**config.mk**
```make
export PLATFORM = sky130hd
export DESIGN_NAME = voxel_gpu_sequencer
export DESIGN_NICKNAME = d
export VERILOG_FILES = /design/src/rtl/voxel_gpu_sequencer.sv
export SDC_FILE = /design/constraint.sdc
export NUM_CORES = 1
export LEC_CHECK = 0
export CAP_MARGIN = 20
export CORE_MARGIN = 2
export CORE_UTILIZATION = 56
export DETAILED_ROUTE_END_ITERATION = 7
export PLACE_DENSITY = 0.92
export SLEW_MARGIN = 20
export SYNTH_ARGS = -nofsm -noshare
export SYNTH_HDL_FRONTEND = slang
export SYNTH_SLANG_ARGS = --single-unit
```
**constraint.sdc**
```tcl
create_clock -name clock -period 7 [get_ports clock]
set_input_delay 1.4 -clock clock [delete_from_list [all_inputs] [get_ports clock]]
set_output_delay 1.4 -clock clock [all_outputs]
set_load 0.01 [all_outputs]
```
**src/rtl/voxel_gpu_sequencer.sv**
```systemverilog
// rtl/voxel_gpu_sequencer.sv - strip-by-strip command sequencer for the voxel GPU register slave
module voxel_gpu_sequencer #(
    parameter int H_RESOLUTION = 320,
    parameter int V_RESOLUTION = 240,
    parameter int NUM_SHADERS  = H_RESOLUTION,
    parameter int COL_BITS     = $clog2(H_RESOLUTION),
    parameter int ROW_BITS     = $clog2(V_RESOLUTION)
) (
    input  logic        clock,
    input  logic        reset,
    input  logic [2:0]  s1_address,
    input  logic        s1_read,
    input  logic        s1_write,
    input  logic [31:0] s1_writedata,
    output logic [31:0] s1_readdata,
    output logic        s1_waitrequest,
    output logic        irq,
    output logic [7:0]  g_address,
    output logic        g_read,
    output logic        g_write,
    output logic [31:0] g_writedata,
    input  logic [31:0] g_readdata,
    input  logic        g_waitrequest,
    input  logic        gpu_irq,
    output logic [31:0] m_address,
    output logic        m_read,
    input  logic [31:0] m_readdata,
    input  logic        m_readdatavalid,
    input  logic        m_waitrequest
);

    localparam int                  TOTAL_PIXELS = H_RESOLUTION * V_RESOLUTION;
    localparam logic [COL_BITS-1:0] COL_LAST     = COL_BITS'(H_RESOLUTION - 1);

    typedef enum logic [3:0] {
        S_IDLE, S_STRIP, S_VOXEL_FETCH, S_VOXEL_ISSUE, S_PAL_FETCH, S_PAL_ISSUE,
        S_PIXEL, S_GPU_WAIT, S_GPU_ACK, S_DONE, S_ERROR
    } state_t;

    state_t              state_q, state_d, ret_q, ret_d;
    logic                busy_q, busy_d, done_q, done_d, error_q, error_d;
    logic [31:0]         voxel_base_q, voxel_base_d, palette_base_q, palette_base_d;
    logic [31:0]         fb_base_q, fb_base_d;
    logic [15:0]         voxel_count_q, voxel_count_d, palette_count_q, palette_count_d;
    logic [15:0]         vox_n_q, vox_n_d, pal_n_q, pal_n_d, idx_q, idx_d;
    logic                req_done_q, req_done_d;
    logic [31:0]         word_q, word_d, strip_base_q, strip_base_d, pix_n_q, pix_n_d;
    logic [ROW_BITS-1:0] row_q, row_d;
    logic [COL_BITS-1:0] col_q, col_d;

    logic        pal_phase, status_rd, ctrl_wr;
    logic [15:0] cur_cnt;
    logic [31:0] cur_base, pixel_word;

    assign s1_waitrequest = 1'b0;
    assign irq            = done_q | error_q;
    assign pal_phase      = (state_q == S_PAL_FETCH) || (state_q == S_PAL_ISSUE);
    assign cur_cnt        = pal_phase ? pal_n_q : vox_n_q;
    assign cur_base       = pal_phase ? palette_base_q : voxel_base_q;
    assign status_rd      = s1_read && (s1_address == 3'd1);
    assign ctrl_wr        = s1_write && (s1_address == 3'd0);
    // Row and column are OR-ed into the framebuffer base, never added.
    assign pixel_word     = fb_base_q | (32'(row_q) << (COL_BITS + 1)) | (32'(col_q) << 1);

    always_comb begin
        s1_readdata = 32'd0;
        case (s1_address)
            3'd1:    s1_readdata = {29'd0, error_q, done_q, busy_q};
            3'd2:    s1_readdata = voxel_base_q;
            3'd3:    s1_readdata = {16'd0, voxel_count_q};
            3'd4:    s1_readdata = palette_base_q;
            3'd5:    s1_readdata = {16'd0, palette_count_q};
            3'd6:    s1_readdata = fb_base_q;
            default: s1_readdata = 32'd0;
        endcase
    end

    always_comb begin
        state_d         = state_q;
        ret_d           = ret_q;
        busy_d          = busy_q;
        done_d          = done_q && !status_rd;
        error_d         = error_q && !status_rd;
        voxel_base_d    = voxel_base_q;
        voxel_count_d   = voxel_count_q;
        palette_base_d  = palette_base_q;
        palette_count_d = palette_count_q;
        fb_base_d       = fb_base_q;
        vox_n_d         = vox_n_q;
        pal_n_d         = pal_n_q;
        idx_d           = idx_q;
        req_done_d      = req_done_q;
        word_d          = word_q;
        strip_base_d    = strip_base_q;
        pix_n_d         = pix_n_q;
        row_d           = row_q;
        col_d           = col_q;
        g_address       = 8'd0;
        g_read          = 1'b0;
        g_write         = 1'b0;
        g_writedata     = 32'd0;
        m_address       = 32'd0;
        m_read          = 1'b0;

        case (state_q)
            S_STRIP: begin
                g_write     = 1'b1;
                g_address   = 8'h03;
                g_writedata = strip_base_q;
                if (!g_waitrequest) begin
                    ret_d   = S_VOXEL_FETCH;
                    state_d = S_GPU_WAIT;
                end
            end
            S_VOXEL_FETCH, S_PAL_FETCH: begin
                if (cur_cnt == 16'd0) begin
                    state_d = pal_phase ? S_PIXEL : S_PAL_FETCH;
                end else if (!req_done_q) begin
                    m_read    = 1'b1;
                    m_address = cur_base + (32'(idx_q) << 2);
                    if (!m_waitrequest) req_done_d = 1'b1;
                end else if (m_readdatavalid) begin
                    word_d     = m_readdata;
                    req_done_d = 1'b0;
                    state_d    = pal_phase ? S_PAL_ISSUE : S_VOXEL_ISSUE;
                end
            end
            S_VOXEL_ISSUE, S_PAL_ISSUE: begin
                g_write     = 1'b1;
                g_address   = pal_phase ? 8'h01 : 8'h00;
                g_writedata = word_q;
                if (!g_waitrequest) begin
                    state_d = S_GPU_WAIT;
                    if (idx_q == cur_cnt - 16'd1) begin
                        idx_d = 16'd0;
                        ret_d = pal_phase ? S_PIXEL : S_PAL_FETCH;
                    end else begin
                        idx_d = idx_q + 16'd1;
                        ret_d = pal_phase ? S_PAL_FETCH : S_VOXEL_FETCH;
                    end
                end
            end
            S_PIXEL: begin
                g_write     = 1'b1;
                g_address   = 8'h02;
                g_writedata = pixel_word;
                if (!g_waitrequest) begin
                    state_d = S_GPU_WAIT;
                    if (col_q == COL_LAST) begin
                        col_d = '0;
                        row_d = row_q + 1'b1;
                    end else begin
                        col_d = col_q + 1'b1;
                    end
                    if (pix_n_q == 32'(NUM_SHADERS - 1)) begin
                        pix_n_d = 32'd0;
                        if (strip_base_q + 32'(NUM_SHADERS) == 32'(TOTAL_PIXELS)) begin
                            ret_d = S_DONE;
                        end else begin
                            strip_base_d = strip_base_q + 32'(NUM_SHADERS);
                            ret_d        = S_STRIP;
                        end
                    end else begin
                        pix_n_d = pix_n_q + 32'd1;
                        ret_d   = S_PIXEL;
                    end
                end
            end
            S_GPU_WAIT: begin
                if (gpu_irq) state_d = S_GPU_ACK;
            end
            S_GPU_ACK: begin
                g_read    = 1'b1;
                g_address = 8'h0f;
                if (!g_waitrequest) state_d = (g_readdata == 32'd0) ? ret_q : S_ERROR;
            end
            S_DONE: begin
                done_d  = 1'b1;
                busy_d  = 1'b0;
                state_d = S_IDLE;
            end
            S_ERROR: begin
                error_d     = 1'b1;
                busy_d      = 1'b0;
                g_write     = 1'b1;
                g_address   = 8'h0f;
                g_writedata = 32'd1;
                if (!g_waitrequest) state_d = S_IDLE;
            end
            default: ;
        endcase

        if (s1_write) begin
            case (s1_address)
                3'd2:    voxel_base_d    = s1_writedata;
                3'd3:    voxel_count_d   = s1_writedata[15:0];
                3'd4:    palette_base_d  = s1_writedata;
                3'd5:    palette_count_d = s1_writedata[15:0];
                3'd6:    fb_base_d       = s1_writedata;
                default: ;
            endcase
        end

        // Abort overrides whatever the GPU or memory did this cycle.
        if (ctrl_wr && s1_writedata[1]) begin
            state_d    = S_IDLE;
            busy_d     = 1'b0;
            req_done_d = 1'b0;
            done_d     = done_q && !status_rd;
            error_d    = error_q && !status_rd;
        end else if (ctrl_wr && s1_writedata[0] && state_q == S_IDLE) begin
            state_d      = S_STRIP;
            busy_d       = 1'b1;
            vox_n_d      = voxel_count_q;
            pal_n_d      = palette_count_q;
            idx_d        = 16'd0;
            req_done_d   = 1'b0;
            strip_base_d = 32'd0;
            pix_n_d      = 32'd0;
            row_d        = '0;
            col_d        = '0;
        end
    end

    always_ff @(posedge clock) begin
        if (reset) begin
            state_q         <= S_IDLE;
            ret_q           <= S_IDLE;
            busy_q          <= 1'b0;
            done_q          <= 1'b0;
            error_q         <= 1'b0;
            voxel_base_q    <= 32'd0;
            voxel_count_q   <= 16'd0;
            palette_base_q  <= 32'd0;
            palette_count_q <= 16'd0;
            fb_base_q       <= 32'd0;
            vox_n_q         <= 16'd0;
            pal_n_q         <= 16'd0;
            idx_q           <= 16'd0;
            req_done_q      <= 1'b0;
            word_q          <= 32'd0;
            strip_base_q    <= 32'd0;
            pix_n_q         <= 32'd0;
            row_q           <= '0;
            col_q           <= '0;
        end else begin
            state_q         <= state_d;
            ret_q           <= ret_d;
            busy_q          <= busy_d;
            done_q          <= done_d;
            error_q         <= error_d;
            voxel_base_q    <= voxel_base_d;
            voxel_count_q   <= voxel_count_d;
            palette_base_q  <= palette_base_d;
            palette_count_q <= palette_count_d;
            fb_base_q       <= fb_base_d;
            vox_n_q         <= vox_n_d;
            pal_n_q         <= pal_n_d;
            idx_q           <= idx_d;
            req_done_q      <= req_done_d;
            word_q          <= word_d;
            strip_base_q    <= strip_base_d;
            pix_n_q         <= pix_n_d;
            row_q           <= row_d;
            col_q           <= col_d;
        end
    end

endmodule

```
==> metrics.cfg, run 1 <==
[synthesis]
yosys.area_share.simple = 0.288
yosysWarnings = 0
synth_compound_area_frac = 0.181
syn_area_mm2 = 0.0163
avgSynthCellArea_um2 = 7.37
synth-seq-area-share = 0.362
synth_cells = 2212
synth_cell_type_count = 83
synthMuxAreaShare = 0.0413
synthFlopType = dfxtp_1
synth_top_family_by_area = simple AND/OR/NAND/NOR gates
async_flop_share = 0
synth-xor-area-share = 0.0585
synth-edff-count = 0
synth_seq_cells = 295
synth_fa_ha_area_frac = 0.0204

[worst_setup_path]
crit_start = state_q[3]$_SDFFE_PP0P_
worstPathMaxFanout = 30
cpPeakStageDelay_ns = 0.93
cp_top_family = compound AO/OA/AOI/OAI gates
r2r_start = state_q[2]$_SDFFE_PP0P_
crit_slowest_cell = a2111oi_0
crit_type = register to primary output
cp_common_cell = a21o_1
reg2reg_slack_ns = 2.63
endpoint_kind = primary output
crit_path_end = m_address[25]
start_kind = register
cp.depth = 14
cp_cell_sequence = nor3b_4 > buf_4 > buf_4 > nand2_1 > nand2_1 > ha_1 > a21o_1 > a21o_1 > a21o_1 > a31oi_1 > o21a_1 > nor2_1 > a2111oi_0 > clkdlybuf4s50_1
worstPathRequired_ns = 5.60
reg2regPathDepth = 9
arrival_ns = 5.34
cp.buffers_inverters = 3
reg2reg_to = idx_q[3]$_SDFF_PP0_

[routing]
drt-vias-per-instance = 6.41
ant_nets = 0
first_pass_iters = 7
drcViolationCount = 0
via_count = 17600
routedWlPerCell_um = 20.8
drtIter0Drc = 2537
wl_mm = 57.2

[placement]
hpwlAfterDp_mm = 40.6
place_inst = 2692
io_buffers = 210
gp_congestion = 1.04
pre_cts_ws_ns = 0.938

[finish]
n_antenna_cell = 0
instances_no_fill = 2749
finalNetCount = 2474
drive_gt1_frac = 0.0545
syn_to_final_growth_pct = 20.5

[clock_tree]
cts_inserted_buffers = 31
htreeDepth = 1
clkSinkCount = 295
clockBufferDepth = 3
root_buffer = clkbuf_16
path_clk_slew_ns = 0.06
clk_latency_ns = 0.56
cts_resized = 0
cts_tree = yes
cts_setup_buffers = 0
cts_hold_buffers = 0

[hold_path]
hp-class = register to register

[timing]
worstMarginPinSlew_ns = 1.25
min_period_over_period = 0.963
drv_slew = 0
fmax_mhz = 148
finalSetupTns_ns = 0
fin_crit_ns = 6.74
rsz0062_at_grt = false
hold_ws_ns = 0.459
setup_violations = 0
max-slew-margin-rel = 0.159
hold_viol_final = 0
finClkSkew_ns = 0.00902
setup_ws_ns = 0.260

[floorplanning]
core_area_mm2 = 0.0287
ios = 216
dieHeight_um = 175
row_count = 62
dieWidth_um = 175
start_util = 0.568
dieArea_mm2 = 0.0305

[global_route]
grt_usage = 0.359
grt_pass1_wl_mm = 88.2
gr-total-overflow = 0
grt_pass1_vias = 16500
grt_max_degree = 102
grt_antenna_before_repair = 0

[power_and_ir_drop]
cellPowerDensity_mw_per_mm2 = 229
peakVddDrop_v = 0.000162
leakage_uw = 0.00709

[run_status]
outcome = finished clean

[job]
maxCapViolations = 0

[power by group]
group / switching [uW] / internal, uW / leakage (uW)
Sequential: 44.2 / 1710 / 0.00238
Clock: 710 / 1110 / 0.000549
Combinational: 607 / 336 / 0.00416
Total: 1360 / 3150 / 0.00709
[layout by cell type (no fill, tap or decap), types with 28 or more instances in the layout]
cell and instances:
nand4_1 29, xor2_1 61, clkbuf_16 31, nand3_1 68
xnor2_1 48, o21ai_0 67, a21oi_1 261, nand2_1 560
or3_1 33, inv_1 39, dfxtp_1 295, nor3_1 48
buf_4 28, nor2_1 166, clkdlybuf4s50_1 208, mux2i_1 47
[through the flow]
| stage | area (um2) | utilization | power (uW) |
|---|---|---|---|
| 6_report | 19700 | 0.685 | 4510 |
| 5_1_grt | 19700 | 0.685 | 4630 |
| 4_1_cts | 19700 | 0.685 | 4480 |
| 3_5_place_dp | 18500 | 0.645 | 2690 |
| 3_3_place_gp | 18500 | 0.645 | 2670 |
| 2_1_floorplan | 16300 | - | 2380 |
[flip-flops by register name (all words and copies together), names as in the netlist, 26 cells and up]
register and count:
fb_base_q 32, pix_n_q 32, strip_base_q 26, palette_base_q 32, word_q 32, voxel_base_q 32
[worst min path at each step]
stage / slack [ns] / depth (start not counted) / from / endpoint
2_1_floorplan: 0.44 / 2 / pal_n_q[12]$_SDFFE_PP0P_ / pal_n_q[12]$_SDFFE_PP0P_
3_3_place_gp: 0.44 / 2 / word_q[0]$_SDFFE_PP0P_ / word_q[0]$_SDFFE_PP0P_
3_5_place_dp: 0.45 / 2 / word_q[29]$_SDFFE_PP0P_ / word_q[29]$_SDFFE_PP0P_
4_1_cts: 0.46 / 2 / word_q[23]$_SDFFE_PP0P_ / word_q[23]$_SDFFE_PP0P_
6_report: 0.46 / 2 / word_q[23]$_SDFFE_PP0P_ / word_q[23]$_SDFFE_PP0P_
5_1_grt: 0.49 / 2 / word_q[5]$_SDFFE_PP0P_ / word_q[5]$_SDFFE_PP0P_
[worst min-delay path: stages, from the launching register on]
cell	delay, ns
dfxtp_1	0.31
nand2_1	0.05
a21oi_1	0.05
[cells by family after synthesis]
group                      count (synthesis)
DFF                                      295
xor gates and xnor gates                 109
adders and majority gates                 26
AOI/OAI and AO/OA                        486
other                                      1
buffers and inverters                    186
and+or+nand+nor                         1044
muxes                                     65
[cell usage after synthesis, types with 4 or more instances]
library cell / instances / share of area
nor3b_1: 11 / 0.0051
and3_1: 17 / 0.0065
a22oi_1: 20 / 0.0092
nor4_1: 25 / 0.0096
xor2_1: 61 / 0.033
mux2i_1: 47 / 0.029
or3_1: 33 / 0.013
and4_1: 12 / 0.0064
xnor2_1: 48 / 0.026
o32ai_1: 4 / 0.0021
nor2b_1: 15 / 0.0058
or4_1: 7 / 0.0032
clkbuf_1: 105 / 0.024
inv_1: 39 / 0.0090
a31oi_1: 9 / 0.0035
a211oi_1: 11 / 0.0051
nand4_1: 29 / 0.011
buf_4: 8 / 0.0037
nor4b_1: 6 / 0.0032
nand2_1: 560 / 0.13
o21ai_1: 8 / 0.0025
a21o_1: 12 / 0.0055
nor2_1: 170 / 0.039
o21ai_0: 67 / 0.021
a21boi_0: 5 / 0.0023
and2_1: 7 / 0.0027
mux2_2: 18 / 0.012
nand2b_1: 11 / 0.0042
buf_2: 16 / 0.0049
a22o_1: 17 / 0.0091
nand3_1: 69 / 0.021
a222oi_1: 14 / 0.0086
nor3_1: 51 / 0.016
buf_1: 12 / 0.0028
ha_1: 25 / 0.019
o211ai_1: 5 / 0.0023
dfxtp_1: 295 / 0.36
o21a_1: 4 / 0.0018
a21oi_1: 261 / 0.080
a221o_1: 13 / 0.0080
[metal layers]
metal	wire length [um]	GRT usage
met1	21700	0.469
met2	24600	0.548
met3	7210	0.0779
met4	3700	0.205
met5	0	0
[layout make-up]
| type | count | area, um2 |
|---|---|---|
| tap | 384 | 480 |
| timing repair buffer | 238 | 2310 |
| clock inverter | 16 | 245 |
| multi-input combinational | 1735 | 9680 |
| clock buffer | 41 | 883 |
| sequential | 295 | 5910 |
| fill | 2382 | 9050 |
| inverter | 40 | 153 |
No activity file was read; power rests on OpenSTA's default activity.
==> run 2, diff against run 1 <==
CTS_CLUSTER_DIAMETER = 30   (was default)
==> metrics.cfg, run 2 (synthesis gave the netlist of run 1 again) <==
[finish]
n_antenna_cell = 0  ; unchanged
instances_no_fill = 2803  ; +2.0%
layout.cells.most_common = nand2_1
ff_latch_area_mm2 = 0.00591  ; unchanged
multi_input_area_mm2 = 0.00968  ; unchanged
final_cell_mix = 560 x nand2_1, 295 x dfxtp_1, 261 x a21oi_1, 208 x clkdlybuf4s50_1, 166 x nor2_1
drive_gt1_frac = 0.0752  ; +0.0207
n_fill_cell = 2191  ; -8.0%
syn_to_final_growth_pct = 27.1
finalNetCount = 2502  ; +1.1%

[clock_tree]
root_buffer = clkbuf_16
cts_resized = 0  ; unchanged
htreeDepth = 2  ; +1
clk_latency_ns = 0.59  ; +0.03 ns
cts_inserted_buffers = 59  ; +90%
cts_hold_buffers = 0  ; unchanged
cts_tree = yes
cts_setup_buffers = 0  ; unchanged
path_clk_slew_ns = 0.05  ; about the same
clockBufferDepth = 3  ; unchanged
clkSinkCount = 295  ; unchanged

[timing]
finalSetupTns_ns = 0  ; unchanged
drv_slew = 0  ; unchanged
max-slew-margin-rel = 0.178  ; +0.0192
fin_crit_ns = 6.76  ; +0.0158 ns
fmax_mhz = 148  ; -0.23%
hold_viol_final = 0  ; unchanged
min_period_over_period = 0.965  ; +0.00226
rsz0062_at_grt = false
setup_violations = 0  ; unchanged
worstMarginPinSlew_ns = 1.23  ; -0.0170 ns
finClkSkew_ns = 0.0237  ; +0.0147 ns

[global_route]
grt_max_degree = 102  ; unchanged
grt_antenna_before_repair = 0  ; unchanged
grt_pass1_wl_mm = 90.8  ; +2.9%
gr-total-overflow = 0  ; unchanged
grt_usage = 0.370  ; +0.0112
grt_pass1_vias = 17000  ; +3.1%

[worst_setup_path]
worstPathMaxFanout = 30  ; unchanged
reg2reg_slack_ns = 2.68  ; +0.05 ns
start_kind = register
worstPathRequired_ns = 5.60  ; about the same
r2r_start = state_q[2]$_SDFFE_PP0P_
endpoint_kind = primary output
reg2reg_to = ret_q[2]$_SDFFE_PP0P_
cpPeakStageDelay_ns = 0.93  ; about the same
crit_slowest_cell = a2111oi_0
arrival_ns = 5.36  ; +0.02 ns
reg2regPathDepth = 17  ; +8
cp_cell_sequence = nor3b_4 > buf_4 > buf_4 > nand2_1 > nand2_1 > ha_1 > a21o_1 > a21o_1 > a21o_1 > a31oi_1 > o21a_1 > nor2_1 > a2111oi_0 > clkdlybuf4s50_1
cp_common_cell = a21o_1
crit_type = register to primary output

[routing]
ant_nets = 0  ; unchanged
routedWlPerCell_um = 21.0  ; +1.2%
drt-vias-per-instance = 6.41  ; about the same
first_pass_iters = 7  ; unchanged
via_count = 18000  ; +2.1%
drtIter0Drc = 2882  ; +14%
drcViolationCount = 0  ; unchanged
wl_mm = 59.0  ; +3.2%

[power_and_ir_drop]
cellPowerDensity_mw_per_mm2 = 280  ; +22%
peakVddDrop_v = 0.000210  ; +29%
leakage_uw = 0.00760  ; +7.2%

[floorplanning]
row_count = 62  ; unchanged
ios = 216  ; unchanged
dieArea_mm2 = 0.0305  ; unchanged
dieWidth_um = 175  ; unchanged
start_util = 0.568  ; unchanged
core_area_mm2 = 0.0287  ; unchanged
dieHeight_um = 175  ; unchanged

[hold_path]
worstHoldPathCells = 2  ; unchanged
min-delay-start = word_q[29]$_SDFFE_PP0P_
worstHoldEndpoint = word_q[29]$_SDFFE_PP0P_
hp-class = register to register

[placement]
place_inst = 2692  ; unchanged
io_buffers = 210  ; unchanged
gp_congestion = 1.04  ; unchanged
hpwlAfterDp_mm = 40.6  ; unchanged

[run_status]
outcome = finished clean

[job]
maxCapViolations = 0  ; unchanged

-- run 2: worst max-delay path: cells and delay by family, from the launching register on --
kind,cells,cell delay (ns)
and+or+nand+nor,4,0.56
buffers and inverters,3,1.38
AOI/OAI and AO/OA,6,2.21
DFF,1,0.33
adders and majority gates,1,0.27
-- run 2: metal layers --
metal  part of all wire  track usage  vias to the layer above
li1                   -            -                     8008
met1               0.37        0.478                     8261
met2               0.43        0.566                     1388
met3               0.13       0.0790                      316
met4              0.069        0.228                        0
met5                  0            0                        -
-- run 2: stage by stage --
stage / total power [uW] / util / cell area [um2] / hold slack [ns] / setup WS (ns)
6_report: 5800 / 0.722 / 20700 / 0.457 / 0.244
5_1_grt: 5940 / 0.722 / 20700 / 0.485 / 0.139
4_1_cts: 5750 / 0.722 / 20700 / 0.456 / 0.331
3_5_place_dp: 2690 / 0.645 / 18500 / 0.449 / 0.938
3_3_place_gp: 2670 / 0.645 / 18500 / 0.443 / 1.06
2_1_floorplan: 2380 / - / 16300 / 0.436 / 1.00
-- run 2: final cells by class --
class	instances	share of cell area
Timing Repair Buffer	238	0.111
Multi-Input combinational cell	1735	0.467
Sequential cell	295	0.285
Clock buffer	69	0.0770
Tap cell	384	0.0232
Clock inverter	42	0.0292
Inverter	40	0.00736
-- run 2: worst max-delay path by stage --
| stage | cells after the start | slack (ns) | endpoint | from |
|---|---|---|---|---|
| 2_1_floorplan | 20 | 1.00 | m_address[26] | state_q[2]$_SDFFE_PP0P_ |
| 3_3_place_gp | 14 | 1.06 | m_address[25] | state_q[3]$_SDFFE_PP0P_ |
| 3_5_place_dp | 14 | 0.94 | m_address[25] | state_q[3]$_SDFFE_PP0P_ |
| 4_1_cts | 14 | 0.33 | m_address[25] | state_q[3]$_SDFFE_PP0P_ |
| 5_1_grt | 14 | 0.14 | m_address[25] | state_q[3]$_SDFFE_PP0P_ |
| 6_report | 14 | 0.24 | m_address[25] | state_q[3]$_SDFFE_PP0P_ |
-- run 2: where the power goes --
group | internal (uW) | switching (uW)
Combinational | 336 | 612
Clock | 2070 | 1030
Sequential | 1710 | 45.0
